[config.mk]
export PLATFORM = sky130hd
export DESIGN_NAME = mem_sweep_ctrl
export DESIGN_NICKNAME = d
export VERILOG_FILES = /design/src/rtl/mem_sweep_pkg.sv /design/src/rtl/sweep_checker.sv /design/src/rtl/mem_sweep_ctrl.sv
export SDC_FILE = /design/constraint.sdc
export NUM_CORES = 1
export LEC_CHECK = 0
export BUFFER_PORTS_ARGS = -buffer_cell sky130_fd_sc_hd__buf_4
export CAP_MARGIN = 25
export CORE_MARGIN = 5
export CORE_UTILIZATION = 47
export DETAILED_ROUTE_END_ITERATION = 10
export GPL_TIMING_DRIVEN = 0
export PLACE_DENSITY_LB_ADDON = 0.12
export SLEW_MARGIN = 20
export SYNTH_ARGS = -nofsm -noshare
export SYNTH_HDL_FRONTEND = slang
export SYNTH_HIERARCHICAL = 1
export SYNTH_SLANG_ARGS = --single-unit
export TNS_END_PERCENT = 10
[constraint.sdc]
create_clock -name clk -period 2.9 [get_ports clk]
set_input_delay 0.145 -clock clk [delete_from_list [all_inputs] [get_ports clk]]
set_output_delay 0.145 -clock clk [all_outputs]
set_load 0.02 [all_outputs]
[src/rtl/mem_sweep_pkg.sv]
`default_nettype none
// ============================================================================
// mem_sweep_pkg : shared state encoding and fill-pattern function
// Revision 1.0
// ============================================================================
package mem_sweep_pkg;

  typedef enum logic [1:0] {
    ST_IDLE   = 2'd0,
    ST_FILL   = 2'd1,
    ST_VERIFY = 2'd2,
    ST_DONE   = 2'd3
  } state_t;

  localparam int FILL_CALC_W = 32;

  // Callers zero-extend seed/addr into the calculation width and truncate back.
  function automatic logic [FILL_CALC_W-1:0] fill_value(
    input logic [FILL_CALC_W-1:0] seed,
    input logic [FILL_CALC_W-1:0] addr,
    input logic                   mode
  );
    return mode ? (seed ^ addr) : seed;
  endfunction

endpackage
`default_nettype wire

[src/rtl/sweep_checker.sv]
`default_nettype none
// ============================================================================
// sweep_checker : read-back compare pipeline, mismatch count and pass flag
// Revision 1.0
// ============================================================================
module sweep_checker #(
  parameter int WID_MEM = 4,
  parameter int AW      = 13
) (
  input  logic               clk,
  input  logic               reset,
  input  logic               clear,
  input  logic               flush,
  input  logic               issue_valid,
  input  logic [AW-1:0]      issue_addr,
  input  logic [WID_MEM-1:0] issue_exp,
  input  logic [WID_MEM-1:0] mem_dout,
  input  logic               finish,
  output logic               pass,
  output logic [AW:0]        err_count,
  output logic [AW-1:0]      first_err_addr
);

  logic               cmp_valid;
  logic [AW-1:0]      cmp_addr;
  logic [WID_MEM-1:0] cmp_exp;
  logic               pass_q;
  logic               mismatch;

  // A flushed (aborted) sweep must not count the read still in flight.
  assign mismatch = cmp_valid && !flush && (mem_dout != cmp_exp);

  always_ff @(posedge clk or posedge reset) begin
    if (reset) begin
      cmp_valid      <= 1'b0;
      cmp_addr       <= '0;
      cmp_exp        <= '0;
      err_count      <= '0;
      first_err_addr <= '0;
      pass_q         <= 1'b0;
    end else begin
      cmp_valid <= issue_valid && !flush;
      cmp_addr  <= issue_addr;
      cmp_exp   <= issue_exp;
      if (clear) begin
        err_count      <= '0;
        first_err_addr <= '0;
        pass_q         <= 1'b0;
      end else begin
        if (mismatch) begin
          err_count <= err_count + (AW+1)'(1);
          if (err_count == '0) first_err_addr <= cmp_addr;
        end
        if (finish) pass_q <= (err_count == '0);
      end
    end
  end

  assign pass = finish ? (err_count == '0) : pass_q;

endmodule
`default_nettype wire

[src/rtl/mem_sweep_ctrl.sv]
`default_nettype none
// ============================================================================
// mem_sweep_ctrl : fill-then-verify sweep sequencer with idle user passthrough
// Revision 1.0
// ============================================================================
module mem_sweep_ctrl
  import mem_sweep_pkg::*;
#(
  parameter int WID_MEM   = 4,
  parameter int DEPTH_MEM = 8192,
  parameter int AW        = $clog2(DEPTH_MEM)
) (
  input  logic               clk,
  input  logic               reset,
  input  logic               start,
  input  logic               abort,
  input  logic               pat_mode,
  input  logic [WID_MEM-1:0] seed,
  input  logic               usr_we,
  input  logic [AW-1:0]      usr_waddr,
  input  logic [WID_MEM-1:0] usr_din,
  input  logic [AW-1:0]      usr_raddr,
  output logic [WID_MEM-1:0] usr_dout,
  output logic               mem_we,
  output logic [AW-1:0]      mem_waddr,
  output logic [WID_MEM-1:0] mem_din,
  output logic [AW-1:0]      mem_raddr,
  input  logic [WID_MEM-1:0] mem_dout,
  output logic               busy,
  output logic               done,
  output logic               pass,
  output logic [AW:0]        err_count,
  output logic [AW-1:0]      first_err_addr
);

  localparam logic [AW-1:0] LAST_ADDR = AW'(DEPTH_MEM - 1);

  state_t             state, state_nx;
  logic [AW-1:0]      cnt, cnt_nx;
  logic               drain, drain_nx;
  logic [WID_MEM-1:0] seed_q;
  logic               mode_q;
  logic               start_ok, abort_ok, issue_valid;
  logic [WID_MEM-1:0] fill_cur;

  assign start_ok = (state == ST_IDLE) && start;
  assign abort_ok = ((state == ST_FILL) || (state == ST_VERIFY)) && abort;
  assign fill_cur = WID_MEM'(fill_value(FILL_CALC_W'(seed_q), FILL_CALC_W'(cnt), mode_q));

  always_ff @(posedge clk or posedge reset) begin
    if (reset) begin
      state  <= ST_IDLE;
      cnt    <= '0;
      drain  <= 1'b0;
      seed_q <= '0;
      mode_q <= 1'b0;
    end else begin
      state <= state_nx;
      cnt   <= cnt_nx;
      drain <= drain_nx;
      if (start_ok) begin
        seed_q <= seed;
        mode_q <= pat_mode;
      end
    end
  end

  always_comb begin
    state_nx    = state;
    cnt_nx      = cnt;
    drain_nx    = drain;
    issue_valid = 1'b0;
    mem_we      = 1'b0;
    mem_waddr   = cnt;
    mem_din     = fill_cur;
    mem_raddr   = cnt;
    case (state)
      ST_IDLE: begin
        mem_we    = usr_we;
        mem_waddr = usr_waddr;
        mem_din   = usr_din;
        mem_raddr = usr_raddr;
        if (start) begin
          state_nx = ST_FILL;
          cnt_nx   = '0;
          drain_nx = 1'b0;
        end
      end
      ST_FILL: begin
        mem_we = 1'b1;
        if (abort) begin
          state_nx = ST_IDLE;
          cnt_nx   = '0;
        end else begin
          cnt_nx = cnt + AW'(1);
          if (cnt == LAST_ADDR) state_nx = ST_VERIFY;
        end
      end
      ST_VERIFY: begin
        if (abort) begin
          state_nx = ST_IDLE;
          cnt_nx   = '0;
          drain_nx = 1'b0;
        end else if (drain) begin
          // Last read is being compared this cycle; nothing left to issue.
          state_nx = ST_DONE;
          drain_nx = 1'b0;
        end else begin
          issue_valid = 1'b1;
          cnt_nx      = cnt + AW'(1);
          if (cnt == LAST_ADDR) drain_nx = 1'b1;
        end
      end
      ST_DONE: state_nx = ST_IDLE;
      default: state_nx = ST_IDLE;
    endcase
  end

  assign busy     = (state != ST_IDLE);
  assign done     = (state == ST_DONE);
  assign usr_dout = mem_dout;

  sweep_checker #(
    .WID_MEM (WID_MEM),
    .AW      (AW)
  ) u_checker (
    .clk            (clk),
    .reset          (reset),
    .clear          (start_ok),
    .flush          (abort_ok),
    .issue_valid    (issue_valid),
    .issue_addr     (cnt),
    .issue_exp      (fill_cur),
    .mem_dout       (mem_dout),
    .finish         (done),
    .pass           (pass),
    .err_count      (err_count),
    .first_err_addr (first_err_addr)
  );

endmodule
`default_nettype wire

==> metrics.md, run 1 <==
| Metric | Value |
|---|---|
| HPWL after DPL | `7.14 mm` |
| Port bufs | `108` |
| Congestion Overflow GR | `0` |
| Detailed-route DRC error count | `0` |
| CTS max path bufs | `2` |
| R2R Setup Slk | `630 ps` |
| Synth unique cells | `51` |
| Endpoint with the worst hold slack | `seed_q[0]` |
| All-Layer GR Usage | `19.9%` |
| # rows | `31` |
| Slew margin rel. | `41.1%` |
| Worst Setup End Kind | `output port` |
| Asr flop ratio synth | `100%` |
| Core area | `0.00729 mm2` |
| Max Slew Vio Count | `0` |
| CP Class | `reg -> out` |
| Synthesized area | `0.00354 mm2` |
| FILL cells | `644` |
| Gpl congestion | `0.877` |
| First-pass GRT wire length | `15.5 mm` |
| Initial core utilization | `48.5%` |
| R2r worst-path depth | `8` |
| Die height | `96.7 um` |
| Synth Register Bits | `67` |
| Vias after detailed routing | `3326` |
| Place WS | `642 ps` |
| Worst skew pair latency | `350 ps` |
| Leakage | `0.00231 uW` |
| RSZ-0062 raised after global routing | `no` |
| Critical Path RT | `2760 ps` |
| Worst ir drop on vdd | `0.000522 V` |
| Primary FF master, synth | `dfrtp_1` |
| Skew final | `7.67 ps` |
| Area Growth Syn to Fin | `33.7%` |
| Syn avg cell area | `9.18 um2` |
| # diodes | `0` |
| Crit path max fanout | `10` |
| Drt initial violations | `115` |
| Die width | `96.7 um` |
| Number of I/O pins | `109` |
| Setup-failing EPs final | `0` |
| Sequential share of the synthesized area | `47.4%` |
| Largest net degree at the start of global routing | `32` |
| TritonCTS Buffers | `9` |
| Hold Path Depth | `2` |
| Mapped Nets | `436` |
| Status | `finished clean` |
| Area contributors post-synth | `dfrtp_1 (47%), nand2_1 (8.7%), a21oi_1 (4.0%)` |
| Syn. warnings | `6` |
| Hold-fix buffers, CTS | `1` |
| Die Area | `0.00936 mm2` |
| Post-route setup TNS | `0 ps` |
| PD cells | `765 mW/mm2` |
| Max cap viols | `0` |
| CP Data Arrival Time | `2400 ps` |
| Post-route ant nets | `0` |
| Vias in the first global route | `3235` |
| Routed wire per std cell | `15.5 um` |
| Post-CTS Setup Bufs | `0` |
| Hold Crit Class | `in -> reg` |
| # resized after CTS | `0` |
| Worst Setup Start Kind | `register` |
| Root Buffer | `clkbuf_8` |
| CTS H-tree lvls | `3` |
| Antenna violations before repair | `0` |
| Capturing point of the worst reg2reg path | `u_checker/err_count[5]` |
| Cell taking the most area after synthesis | `dfrtp_1` |
| Nets | `557` |
| DRT Wirelength | `9.45 mm` |
| Worst Tran Pin Value | `882 ps` |
| Router iterations before antenna repair | `4` |
| Vias per inst | `5.45` |
| Final Cycle Share | `87.8%` |
| Clock slew at reported path FFs | `80 ps` |
| Post-synth EDFFs | `0` |
| Tmin final | `2550 ps` |
| R2r startpoint | `state[0]` |
| Share of layout cells above drive strength 1 | `31.1%` |
| CTS tree | `built` |
| Clk sinks | `67` |
| Setup ws final | `354 ps` |
| Peak Freq | `393 MHz` |
| Final Hold Fails | `0` |
| Hold_sp | `seed[0]` |
| Mapped Cells | `385` |
| Top-area cell type share of the netlist area | `47.4%` |
-- report_power, final --
part / internal (uW) / switching (uW) / leakage [uW]
clock: 490 / 393 / 0.000106
combinational: 629 / 960 / 0.00130
sequential: 1040 / 97.1 / 0.000911
-- cells in the mapped netlist (2+ instances only) --
library cell and number:
nand2_1 82, dfrtp_1 67, a21oi_1 28, nand3_1 25
o21ai_0 23, o31ai_1 14, inv_1 13, mux2_2 12
clkbuf_1 10, nor2_1 9, buf_2 8, nand4_1 8
or4_1 8, ha_1 7, and4_1 6, buf_4 5
o21ai_1 5, xnor2_1 5, and3_1 4, nor2b_1 4
xor2_1 4, and2_1 3, nor4_1 3, a311oi_1 2
and2b_1 2, buf_1 2, nand2b_1 2
-- critical path, stage by stage (launching register included) --
cell	delay (ps)
dfrtp_1	410
inv_1	80
ha_1	270
inv_1	90
clkbuf_1	420
buf_1	380
nand2_1	170
nand2_1	90
buf_4	140
-- metrics by stage --
step	hold slack [ps]	std cells	total power, uW	util (%)	area (um2)
finish	35.9	610	3610	64.8	4730
global route	27.0	610	3820	64.8	4730
CTS	18.7	610	3640	64.8	4730
detailed placement	159	593	2750	61.6	4490
global placement	359	592	2720	61.3	4470
floorplan	122	385	2160	-	3540
-- cells by family (layout without fill, tap and decap cells) --
family	after synthesis	after routing	share of synthesized area (%)
buf+inv	39	165	5.17
fa+ha+maj	7	7	2.48
flops	67	67	47.4
simple gates	164	164	23.2
xor+xnor	9	9	2.23
mux	12	12	3.82
compound gates	87	87	15.7
-- registers in the layout (all words and copies together) (netlist names) --
register	flops
cnt	13
mode_q	1
u_checker/err_count	14
u_checker/cmp_valid	1
u_checker/first_err_addr	13
state	2
u_checker/pass_q	1
drain	1
u_checker/cmp_exp	4
u_checker/cmp_addr	13
seed_q	4
-- how the worst max path moves through the flow --
stage          slack (ps)                     end     start  cells past startpoint
4_1_cts               330            mem_raddr[4]  state[0]                      8
5_1_grt               140            mem_raddr[4]  state[0]                      8
6_report              350            mem_raddr[4]  state[0]                      8
3_3_place_gp          680  u_checker/err_count[5]  state[0]                      8
3_5_place_dp          640  u_checker/err_count[5]  state[0]                      8
2_1_floorplan         810  u_checker/err_count[5]  state[0]                      8
-- layer usage --
metal	global-route usage (%)	part of all wire [%]	vias up
li1	-	-	1607
met1	25.1	42	1582
met2	32.5	49	126
met3	5.61	6.7	11
met4	7.02	1.4	0
met5	0	0	-
-- cells in the final DEF (no fill, tap or decap), drive strengths merged, types with 3 or more instances in the layout --
cell type / synthesis / layout
o21ai: 28 / 28
and3: 4 / 4
nand3: 25 / 25
a21oi: 28 / 28
inv: 13 / 14
or4: 8 / 8
and2b: 3 / 3
nor4: 3 / 3
clkbuf: 10 / 19
mux2: 12 / 12
nand2: 82 / 82
nor2: 9 / 9
xnor2: 5 / 5
xor2: 4 / 4
nand4: 9 / 9
nor2b: 4 / 4
o31ai: 15 / 15
dfrtp: 67 / 67
ha: 7 / 7
and4: 6 / 6
buf: 16 / 125
and2: 3 / 3
-- area by class of cell --
| cell class | count | area, um2 | area share [%] |
|---|---|---|---|
| plain buffers | 26 | 134 | 2.83 |
| repair buffers | 110 | 841 | 17.8 |
| clock inverters | 7 | 101 | 2.14 |
| multi-input cells | 279 | 1680 | 35.5 |
| flip-flops and latches | 67 | 1680 | 35.5 |
| clock buffers | 9 | 124 | 2.62 |
| well taps | 99 | 124 | 2.62 |
| inverters | 13 | 48.8 | 1.03 |
Power figures use the tool's default switching activity.
==> run 2, diff against run 1 <==
SYNTH_HIERARCHICAL = unset   (was 1)
==> run 2 against run 1 <==
Die area is 0.12% higher. Flip-flop and latch count unchanged. Routed wire length is 1.7% lower. Synthesized area is 0.14% higher. Non-clock buffer count is the same.
==> metrics.md, run 2 <==
| Metric | Value |
|---|---|
| Synth Register Bits | `67` |
| Max reg flops | `14` |
| CP delay by family, top | `buffers and inverters` |
| Final Cycle Share | `88.5%` |
| Drt initial violations | `138` |
| Worst ir drop on vdd | `0.000502 V` |
| CP Data Arrival Time | `2420 ps` |
| Post-place instance area | `0.00451 mm2` |
| Synth top cells by count | `nand2_1 (105), dfrtp_1 (67), a21oi_1 (30)` |
| CTS H-tree lvls | `3` |
| Number of I/O pins | `109` |
| Core area | `0.00729 mm2` |
| RSZ-0062 raised after global routing | `no` |
| Clk sinks | `67` |
| Detailed-route DRC error count | `0` |
| Max Slew Vio Count | `0` |
| Vias per inst | `5.35` |
| Post-CTS Setup Bufs | `0` |
| Post-synth EDFFs | `0` |
| Buf+Inv Stages, Crit Path | `5` |
| Most frequent cells in the layout | `buf_4 (112), nand2_1 (105), dfrtp_1 (67), a21oi_1 (30), o21ai_0 (25)` |
| Area Growth Syn to Fin | `34.8%` |
| Worst Tran Pin Value | `525 ps` |
| # rows | `31` |
| Share of layout cells above drive strength 1 | `28.1%` |
| Mapped Cells | `403` |
| Routed wire per std cell | `14.7 um` |
| Gpl congestion | `0.930` |
| Vias after detailed routing | `3386` |
| Hold Crit Class | `in -> reg` |
| Leakage | `0.00238 uW` |
| Top-area cell type share of the netlist area | `47.3%` |
| # diodes | `0` |
| Post-route setup TNS | `0 ps` |
| Skew final | `4.98 ps` |
| Primary FF master, synth | `dfrtp_1` |
| Area contributors post-synth | `dfrtp_1 (47%), nand2_1 (11%), a21oi_1 (4.2%)` |
| Root Buffer | `clkbuf_8` |
| Hold slack final | `93.0 ps` |
| TritonCTS Buffers | `9` |
| Initial core utilization | `48.6%` |
| Syn. warnings | `0` |
| Sw frac | `42.2%` |
| Antenna violations before repair | `0` |
| Tmin final | `2570 ps` |
| Final Hold Fails | `0` |
| Cell taking the most area after synthesis | `dfrtp_1` |
| Commonest non-fill, non-tap cell in the layout | `buf_4` |
| Asr flop ratio synth | `100%` |
| Synth unique cells | `51` |
| Clock power frac | `22.2%` |
| Slowest cell on crit path | `dfrtp_1` |
| Nets | `581` |
| Total chip power | `3660 uW` |
| Status | `finished clean` |
| Port bufs | `108` |
| Syn avg cell area | `8.79 um2` |
| Worst Setup End Kind | `output port` |
| Peak Freq | `390 MHz` |
| Max cap viols | `0` |
| Die width | `96.8 um` |
| Post-Layout Inst Area | `0.00477 mm2` |
| First-pass GRT wire length | `15.5 mm` |
| Mapped Nets | `455` |
| Internal | `2120 uW` |
| Most used cell, CP | `nand2_1` |
| Sw Pwr | `1540 uW` |
| Max incr delay on CP | `440 ps` |
| HPWL after DPL | `7.02 mm` |
| Vias in the first global route | `3388` |
| Cell Chain, Critical Path | `inv_1 > ha_1 > clkbuf_1 > inv_2 > buf_1 > nand2_1 > nand2_1 > buf_4` |
| Worst skew pair latency | `340 ps` |
| Multi-input gate area | `0.00171 mm2` |
| Part of the power in registers | `30.9%` |
| CP Class | `reg -> out` |
| Synthesized area | `0.00354 mm2` |
| Worst Setup Start Kind | `register` |
| Die height | `96.8 um` |
| Die Area | `0.00937 mm2` |
| Slew margin rel. | `65.0%` |
| Post-route ant nets | `0` |
| Critical Path RT | `2760 ps` |
| Crit path max fanout | `10` |
| Clock slew at reported path FFs | `80 ps` |
| PD cells | `767 mW/mm2` |
| CTS max path bufs | `2` |
| # resized after CTS | `0` |
| All-Layer GR Usage | `19.6%` |
| Largest net degree at the start of global routing | `57` |
| Congestion Overflow GR | `0` |
| Most frequent cell after synthesis | `nand2_1` |
| DRT Wirelength | `9.28 mm` |
| Setup-failing EPs final | `0` |
| CTS tree | `built` |
| Router iterations before antenna repair | `4` |
| Sequential Area | `0.00168 mm2` |
| Largest Register | `u_checker.err_count` |
| FILL cells | `630` |
| Hold-fix buffers, CTS | `6` |
| Logic pwr share | `46.9%` |
| Sequential share of the synthesized area | `47.3%` |
==> run 2: power by group through the flow <==
stage               clock network, uW  registers (uW)  logic, uW
floorplan                           0            1140       1110
global placement                    0            1150       1690
detailed placement                  0            1150       1720
CTS                               835            1130       1730
global route                      867            1150       1890
finish                            813            1130       1720
==> run 2: worst paths after layout <==
path,from,end,slack (ps),depth (start not counted)
max,state[0],mem_raddr[4],330,8
min,abort,u_checker.cmp_valid,90,2
max reg2reg,state[0],u_checker.err_count[2],710,6
min reg2reg,cnt[9],u_checker.cmp_addr[9],460,0
max in group asynchronous,reset,cnt[9],2140,4
min in group asynchronous,reset,u_checker.err_count[5],260,3
==> run 2: cell type report <==
type,count,share of cell area [%]
well taps,99,2.60
clock inverters,7,1.76
repair buffers,115,18.8
inverters,11,0.917
plain buffers,21,2.41
clock buffers,9,2.60
multi-input cells,304,35.8
flip-flops and latches,67,35.1
==> run 2: cells by family (layout without fill, tap and decap cells) <==
family | count (synthesis) | count (layout) | share of synthesized area, %
AND/OR/NAND/NOR | 199 | 199 | 27.2
adder cells (fa/ha/maj) | 8 | 8 | 2.83
XOR/XNOR | 8 | 8 | 1.98
buffers and inverters | 32 | 163 | 4.42
AO/OA/AOI/OAI | 82 | 82 | 14.1
multiplexers | 7 | 7 | 2.16
flip-flops | 67 | 67 | 47.3
==> run 2: metal layers <==
metal | up-vias | GRT usage, % | routed length, um | share of wire [%]
li1 | 1673 | - | - | -
met1 | 1574 | 24.0 | 4020 | 43
met2 | 128 | 32.7 | 4410 | 48
met3 | 11 | 6.55 | 724 | 7.8
met4 | 0 | 5.94 | 123 | 1.3
met5 | - | 0 | 0 | 0
==> run 2: through the flow <==
step	utilization, %	worst slack (ps)	std cells
floorplan	-	953	403
global placement	61.4	277	610
detailed placement	61.8	691	611
CTS	65.5	314	633
global route	65.5	121	633
finish	65.5	333	633
==> run 2: worst register-to-register path, cell delays in order (launching register included) <==
cell	delay [ps]
dfrtp_1	440
inv_1	150
ha_1	290
and2_1	230
clkbuf_1	440
clkbuf_1	430
a21oi_1	90
